File: src/rtl/decrementer_pkg.sv
// Shared width constant and word type for the decrement-by-one datapath.
package decrementer_pkg;
  localparam int DEC_WIDTH = 8;
  typedef logic [DEC_WIDTH-1:0] dec_word_t;
endpackage

File: src/rtl/half_subtractor.sv
// One ripple-borrow cell: subtracts the incoming borrow from a single bit.
module half_subtractor (
  input  logic a,
  input  logic bin,
  output logic d,
  output logic bout
);
  assign d    = a ^ bin;
  assign bout = ~a & bin;
endmodule

File: src/rtl/decrementer_8b.sv
// Unsigned decrement-by-one: combinational D = A - 1 with borrow-out,
// plus a one-cycle registered copy for pipelined consumers.
module decrementer_8b
  import decrementer_pkg::*;
#(
  parameter int WIDTH = DEC_WIDTH
) (
  input  logic             clk,
  input  logic             rst_n,
  input  logic [WIDTH-1:0] A,
  output logic [WIDTH-1:0] D,
  output logic             Borrow,
  output logic [WIDTH-1:0] D_q,
  output logic             Borrow_q
);
  // borrow_chain[0] is the constant "subtract one"; the top tap is the wrap flag.
  logic [WIDTH:0] borrow_chain;

  assign borrow_chain[0] = 1'b1;

  genvar gi;
  generate
    for (gi = 0; gi < WIDTH; gi++) begin : g_cell
      half_subtractor u_cell (
        .a    (A[gi]),
        .bin  (borrow_chain[gi]),
        .d    (D[gi]),
        .bout (borrow_chain[gi+1])
      );
    end
  endgenerate

  assign Borrow = borrow_chain[WIDTH];

  always_ff @(posedge clk or negedge rst_n) begin
    if (!rst_n) begin
      D_q      <= '0;
      Borrow_q <= 1'b0;
    end else begin
      D_q      <= D;
      Borrow_q <= Borrow;
    end
  end
endmodule

File: config.mk
export PLATFORM = sky130hd
export DESIGN_NAME = decrementer_8b
export DESIGN_NICKNAME = d
export VERILOG_FILES = /design/src/rtl/decrementer_pkg.sv /design/src/rtl/half_subtractor.sv /design/src/rtl/decrementer_8b.sv
export SDC_FILE = /design/constraint.sdc
export NUM_CORES = 1
export LEC_CHECK = 0
export CAP_MARGIN = 20
export CORE_MARGIN = 2
export CORE_UTILIZATION = 33
export DETAILED_ROUTE_END_ITERATION = 12
export PLACE_DENSITY = 0.82
export SETUP_SLACK_MARGIN = 0.5
export SLEW_MARGIN = 30
export SYNTH_ARGS = -nofsm -noshare
export SYNTH_HDL_FRONTEND = slang
export SYNTH_SLANG_ARGS = --single-unit
File: constraint.sdc
create_clock -name clk -period 2.85 [get_ports clk]
set_clock_uncertainty 0.15 [all_clocks]
set_input_delay 0.285 -clock clk [delete_from_list [all_inputs] [get_ports clk]]
set_output_delay 0.285 -clock clk [all_outputs]
set_load 0.01 [all_outputs]
* After elaboration in Yosys (flattened, before gate mapping)
Cells that the tools add are included.
Operators by class: add/sub/neg operators 0, multiply operators 0, divide/modulo/power cells 0, magnitude comparators 0, equal/unequal tests 0, shift operators 0, mux-type cells 0, bitwise operators 22, reduce and logical (&&, ||, !) cells 0
Operators by type and width (number):
- 1-bit NOT | 8
- 1-bit bitwise AND | 7
- 1-bit bitwise XOR | 7
Word-level totals: register bits after elaboration 9, latch bits 0, RAM bits 0, ROM bits 0, output and inout bits 18, memories 0

* Depth between registers and ports, before layout
Gate-level depths: netlist of run 1.
depth after elaboration 8, gate-level depth with buffers 10, gate-level depth less buffers 9

* Modules after synthesis
Synthesis of run 1 repeated with hierarchy kept, for this count alone.
Second synthesis, totals: cells, all modules 34, area, all modules 389.1 sq um
Modules (own cells, without submodules):
- decrementer_8b | times used 1, cells each 10, area an instance 229.0 sq um, sequential area each 225.2 sq um
- half_subtractor | times used 8, cells each 3, area an instance 20.0 sq um, sequential area each 0.0 sq um

* Worst setup path after synthesis of run 1
No wires, ideal clock.
path type input -> output, start point in A[0], end point out D[7], data arrival time 1792 ps, data required time 2415 ps, path slack 623 ps, stages on the path 10, path buffers 1, cell sequence inv_1 ha_1 ha_1 ha_1 ha_1 ha_1 ha_1 ha_1 inv_1 buf_4
Between the ends: cells in the longest elaborated chain, start to end 8
RTL lines:
- start, declared | RTL line decrementer_8b.sv:10 | input logic [WIDTH-1:0] A,
- 1-bit NOT | RTL line half_subtractor.sv:9 | assign bout = ~a & bin;
- 1-bit bitwise AND (6 in a row) | RTL line half_subtractor.sv:9
- 1-bit bitwise XOR | RTL line half_subtractor.sv:8 | assign d = a ^ bin;
- end, declared | RTL line decrementer_8b.sv:11 | output logic [WIDTH-1:0] D,
Every way passes these cells.

* Worst setup path in the final report of run 1
start point in A[1], end point out D[7]
Same word-level chain as after synthesis.

==> metrics, run 1 <==
status completed; share of cells above drive strength 1 0.299; Mapped Area between 400 and 500 um^2; final hold viol count 0; initial core utilization 0.371; Final Cycle Share 0.813; CP Class input port to primary output; first-pass GRT wire length 1.31 mm; Die H 40.1 um; die span in x 40.1 um; Critical Path AT ~1.9 ns; pre-CTS setup slack -0.338 ns; Post-Route WL ~900 um; Worst VDD drop 0.211 mV; Max Root-Sink Buffers 2; f_max 432 MHz; number of global-route vias before repair between 200 and 300; Setup crit start kind input port; Detail Route Antenna Nets 0; register area share after synthesis 0.525; max-slew violations 0; routed len/inst 11.4 um; HPWL Detailed between 600 and 700 um; PD cells between 300 and 400 mW/mm^2; crit path time final 2.32 ns; Die ar. around 0.0016 mm^2; initial antenna violation count 0; Design Power approximately 320 uW; setup ws final 0.534 ns; Max-Cap Viols 0; synth unique cells 4; dpl cell area between 600 and 700 um^2; Pleak 0.391 nW; CP required 2.41 ns; Layout area overhead 87.8%; GRT Resource Usage Total 0.135; total grt overflow 0; Pre-antenna DRT Iters 4; # nets final 85; CTS root buf clkbuf_4; Final setup viols 0; CP endpoint kind primary output; largest net degree at the start of global routing 10; number of buffers created by CTS 3; routability cong. between 0.5 and 0.6; Yosys warnings 0; Port Buffer Count 27; Hold Crit Class input port to asynchronous set/reset pin; worst slew pin tran a little over 0.4 ns; max_slew headroom 0.724; syn_nets 56; diode count 0; via count approximately 320; Syn Inst Count 39; clock tree sinks 9; post-route DRC violation count 0; floorplan row count 12; # IOs 28; register bit total from synthesis 9; hold_buf cts 0; Worst Path Max Fanout 2; syn avg cell area about 11 um^2; RSZ-0062 raised after global routing no; htree depth 1; final instance area between 800 and 900 um^2; Core Area ~0.0012 mm^2; DRT iter0 DRCs 1; CTS tree built; vias per cell ~3.9; CTS clk-pin slew, worst paths approximately 0.06 ns
[cells in the mapped netlist]
| master | n | share of area |
|---|---|---|
| ha_1 | 7 | 0.20 |
| inv_1 | 15 | 0.13 |
| buf_4 | 8 | 0.14 |
| dfrtp_1 | 9 | 0.52 |
[layout by cell type, fill, tap and decap left out]
cell type | netlist | final
clkbuf_1 | 0 | 1
clkdlybuf4s50_1 | 0 | 20
ha_4 | 0 | 7
clkbuf_4 | 0 | 3
clkdlybuf4s15_1 | 0 | 3
dlygate4sd2_1 | 0 | 3
inv_1 | 15 | 11
dfrtp_1 | 9 | 9
buf_4 | 8 | 5
inv_2 | 0 | 4
buf_6 | 0 | 1
[how the worst max path moves through the flow]
stage	start	to	slack (ns)
floorplan	A[0]	D[7]	0.62
global placement	A[0]	D[7]	-0.32
detailed placement	A[0]	D[7]	-0.34
CTS	A[0]	D[7]	0.53
global route	A[1]	D[7]	0.49
finish	A[1]	D[7]	0.53
[stage by stage]
step	hold WS [ns]	instances	setup TNS (ns)	util
3_5_place_dp	0.457	73	-0.631	0.575
5_1_grt	0.203	81	0	0.697
3_3_place_gp	0.452	73	-0.593	0.575
6_report	0.178	81	0	0.697
2_1_floorplan	-0.161	39	0	-
4_1_cts	0.183	81	0	0.687
[layout make-up]
type	count	area, um^2
clock buffer	4	26.3
tap	14	17.5
sequential	9	225
multi-input combinational	7	175
timing repair buffer	32	305
fill	92	350
inverter	15	56.3
[routing by layer]
metal  vias to the layer above  GRT usage  share of wire  wire length (um)
met5                         -          0              0                 0
met4                         0      0.103          0.019                18
met3                         2     0.0222          0.087                81
met2                        16      0.238           0.57               526
met1                       141      0.141           0.32               301
li1                        157          -              -                 -
[state kept, by name, indices dropped and copies added (netlist names)]
name      flops
Borrow_q      1
D_q           8
[worst max-delay path, cell delays in order]
cell and delay [ns]:
dlygate4sd2_1 0.21, inv_2 0.04, ha_4 0.15, ha_4 0.16, ha_4 0.15, ha_4 0.15
ha_4 0.16, ha_4 0.16, ha_4 0.26, inv_2 0.04, buf_6 0.11
[kinds of logic after synthesis]
family,Yosys count,synth area share
adders and majority gates,7,0.204
DFF,9,0.525
buffers and inverters,23,0.271
[timing repair]
item                       in CTS  in global routing
pin swaps                       7                  4
gates cloned                    0                  0
setup endpoints to repair       6                  1
gates resized for setup        27                  4
buffers inserted                4                  0
[power by group]
group / leakage (nW) / switching [mW] / internal [mW]
sequential: 0.107 / 0.00221 / 0.136
clock: 0.0150 / 0.0418 / 0.0537
combinational: 0.268 / 0.0338 / 0.0508
total: 0.391 / 0.0779 / 0.241
Note: power is estimated with default switching activity, not from simulation.
==> run 2: changes to the inputs <==
CORE_UTILIZATION = 30   (was 33)
PLACE_DENSITY = 0.79   (was 0.82)
clock period = 2.05 ns   (was 2.85 ns; I/O delays follow)
==> metrics, run 2 (synthesis gave the netlist of run 1 again) <==
Die H roughly 42 um; max FFs per register 8; Worst Path Max Fanout 2; DRT iter0 DRCs 1; routability cong. about 0.66; number of buffers created by CTS 3; final hold viol count 0; number of global-route vias before repair 340; Layout area overhead 96.5%; via count ~330; biggest regs D_q: 8 flops, Borrow_q: 1 flops; max_slew headroom 0.719; leading cell type in the layout, fill and taps excluded clkdlybuf4s50_1; first-pass GRT wire length approximately 1.4 mm; die span in x about 42 um; Core Area roughly 0.0013 mm^2; routed len/inst around 10 um; CTS clk-pin slew, worst paths 0.06 ns; GRT Resource Usage Total 0.116; post-route DRC violation count 0; crit path time final roughly 2 ns; CTS root buf clkbuf_4; diode count 0; RSZ-0062 raised after global routing yes; Biggest register D_q; Post-Route WL around 810 um; Worst VDD drop around 0.40 mV; Final Cycle Share 0.968; CP required about 1.7 ns; # nets final between 80 and 90; Port Buffer Count 27; initial core utilization 0.326; Max Root-Sink Buffers 2; # IOs 28; CP Class input port to primary output; largest net degree at the start of global routing 10; Critical Path AT 1.63 ns; worst slew pin tran 0.420 ns; CP endpoint kind primary output; Max-Cap Viols 0; FILL cells 111; Final setup viols 0; PD cells roughly 540 mW/mm^2; Pleak approximately 0.40 nW; initial antenna violation count 0; share of cells above drive strength 1 0.424; vias per cell 4.04; Design Power 454 uW; Setup crit start kind input port; status completed; clock tree sinks 9; Die ar. 0.00175 mm^2; Hold Crit Class input port to asynchronous set/reset pin; floorplan row count 13; f_max around 500 MHz; HPWL Detailed approximately 670 um; highest-count cells in the layout ignoring fill and taps clkdlybuf4s50_1, dfrtp_1, inv_1, ha_4, inv_2; Detail Route Antenna Nets 0; htree depth 1; area of the multi-input gates roughly 180 um^2; max-slew violations 0; Pre-antenna DRT Iters 2; total grt overflow 0; CTS tree built; WHS around 0.095 ns; Storage cell area 225 um^2
==> run 2: changes by cell type in the layout (fill, tap and decap cells not counted), moves of 2 or more <==
cell / previous run / this run
inv_2: 4 / 6
buf_6: 1 / 5
clkdlybuf4s50_1: 20 / 16
inv_1: 11 / 7
inv_12: 0 / 2
buf_4: 5 / 3
buf_8: 0 / 2
==> run 2: layer usage <==
layer | routed length, um | GRT usage | vias up | part of all wire
li1 | - | - | 154 | -
met5 | 0 | 0 | - | 0
met2 | 447 | 0.213 | 20 | 0.55
met4 | 16 | 0.0581 | 0 | 0.020
met1 | 248 | 0.0946 | 149 | 0.31
met3 | 99 | 0.0696 | 4 | 0.12
==> run 2: area by class of cell <==
class	instances	area share
tap	15	0.0223
timing repair buffer	31	0.375
sequential	9	0.267
multi-input combinational	7	0.208
inverter	15	0.0964
clock buffer	4	0.0312
==> run 2: path summary, 6_finish.rpt <==
check | start | to | slack (ns) | cells past startpoint
max in group asynchronous | rst_n | Borrow_q | 1.36 | 1
worst max-delay path | A[0] | D[7] | 0.07 | 11
worst min-delay path | rst_n | D_q[4] | 0.09 | 1
min in group clk | A[0] | D_q[1] | 0.13 | 4
==> run 2: power by group <==
group	internal (mW)	total [mW]	leakage (nW)	switching, mW
clock	0.0749	0.136	0.0150	0.0606
sequential	0.189	0.192	0.107	0.00258
combinational	0.0754	0.126	0.278	0.0511
==> run 2: metrics by stage <==
stage               std cells  area [um^2]  TNS, ns   util  setup slack [ns]
finish                     81          843        0  0.640            0.0659
global route               81          843        0  0.640            0.0223
CTS                        79          826        0  0.627            0.0557
detailed placement         73          771    -4.69  0.585            -0.925
global placement           73          771    -4.51  0.585            -0.913
floorplan                  39          553        0      -             0.177
==> run 2: what timing repair did <==
action                                  in CTS  in global routing
hold endpoints to repair                     1                  0
endpoints found under the setup margin      14                  6
resized for setup                           46                  2
hold buffers                                 1                  0
pin swaps                                    5                  0
setup buffers                                1                  2
==> run 2: worst max-delay path, cell delays in order <==
cell,delay (ns)
buf_8,0.09
inv_12,0.03
ha_4,0.14
ha_4,0.15
ha_4,0.16
ha_4,0.15
ha_4,0.15
ha_4,0.15
ha_4,0.25
inv_2,0.03
buf_6,0.11
==> run 3: changes to the inputs <==
ABC_AREA = 1   (was default)
==> results of run 3 <==
Final layout, timing and power as in run 2 (identical DEF).
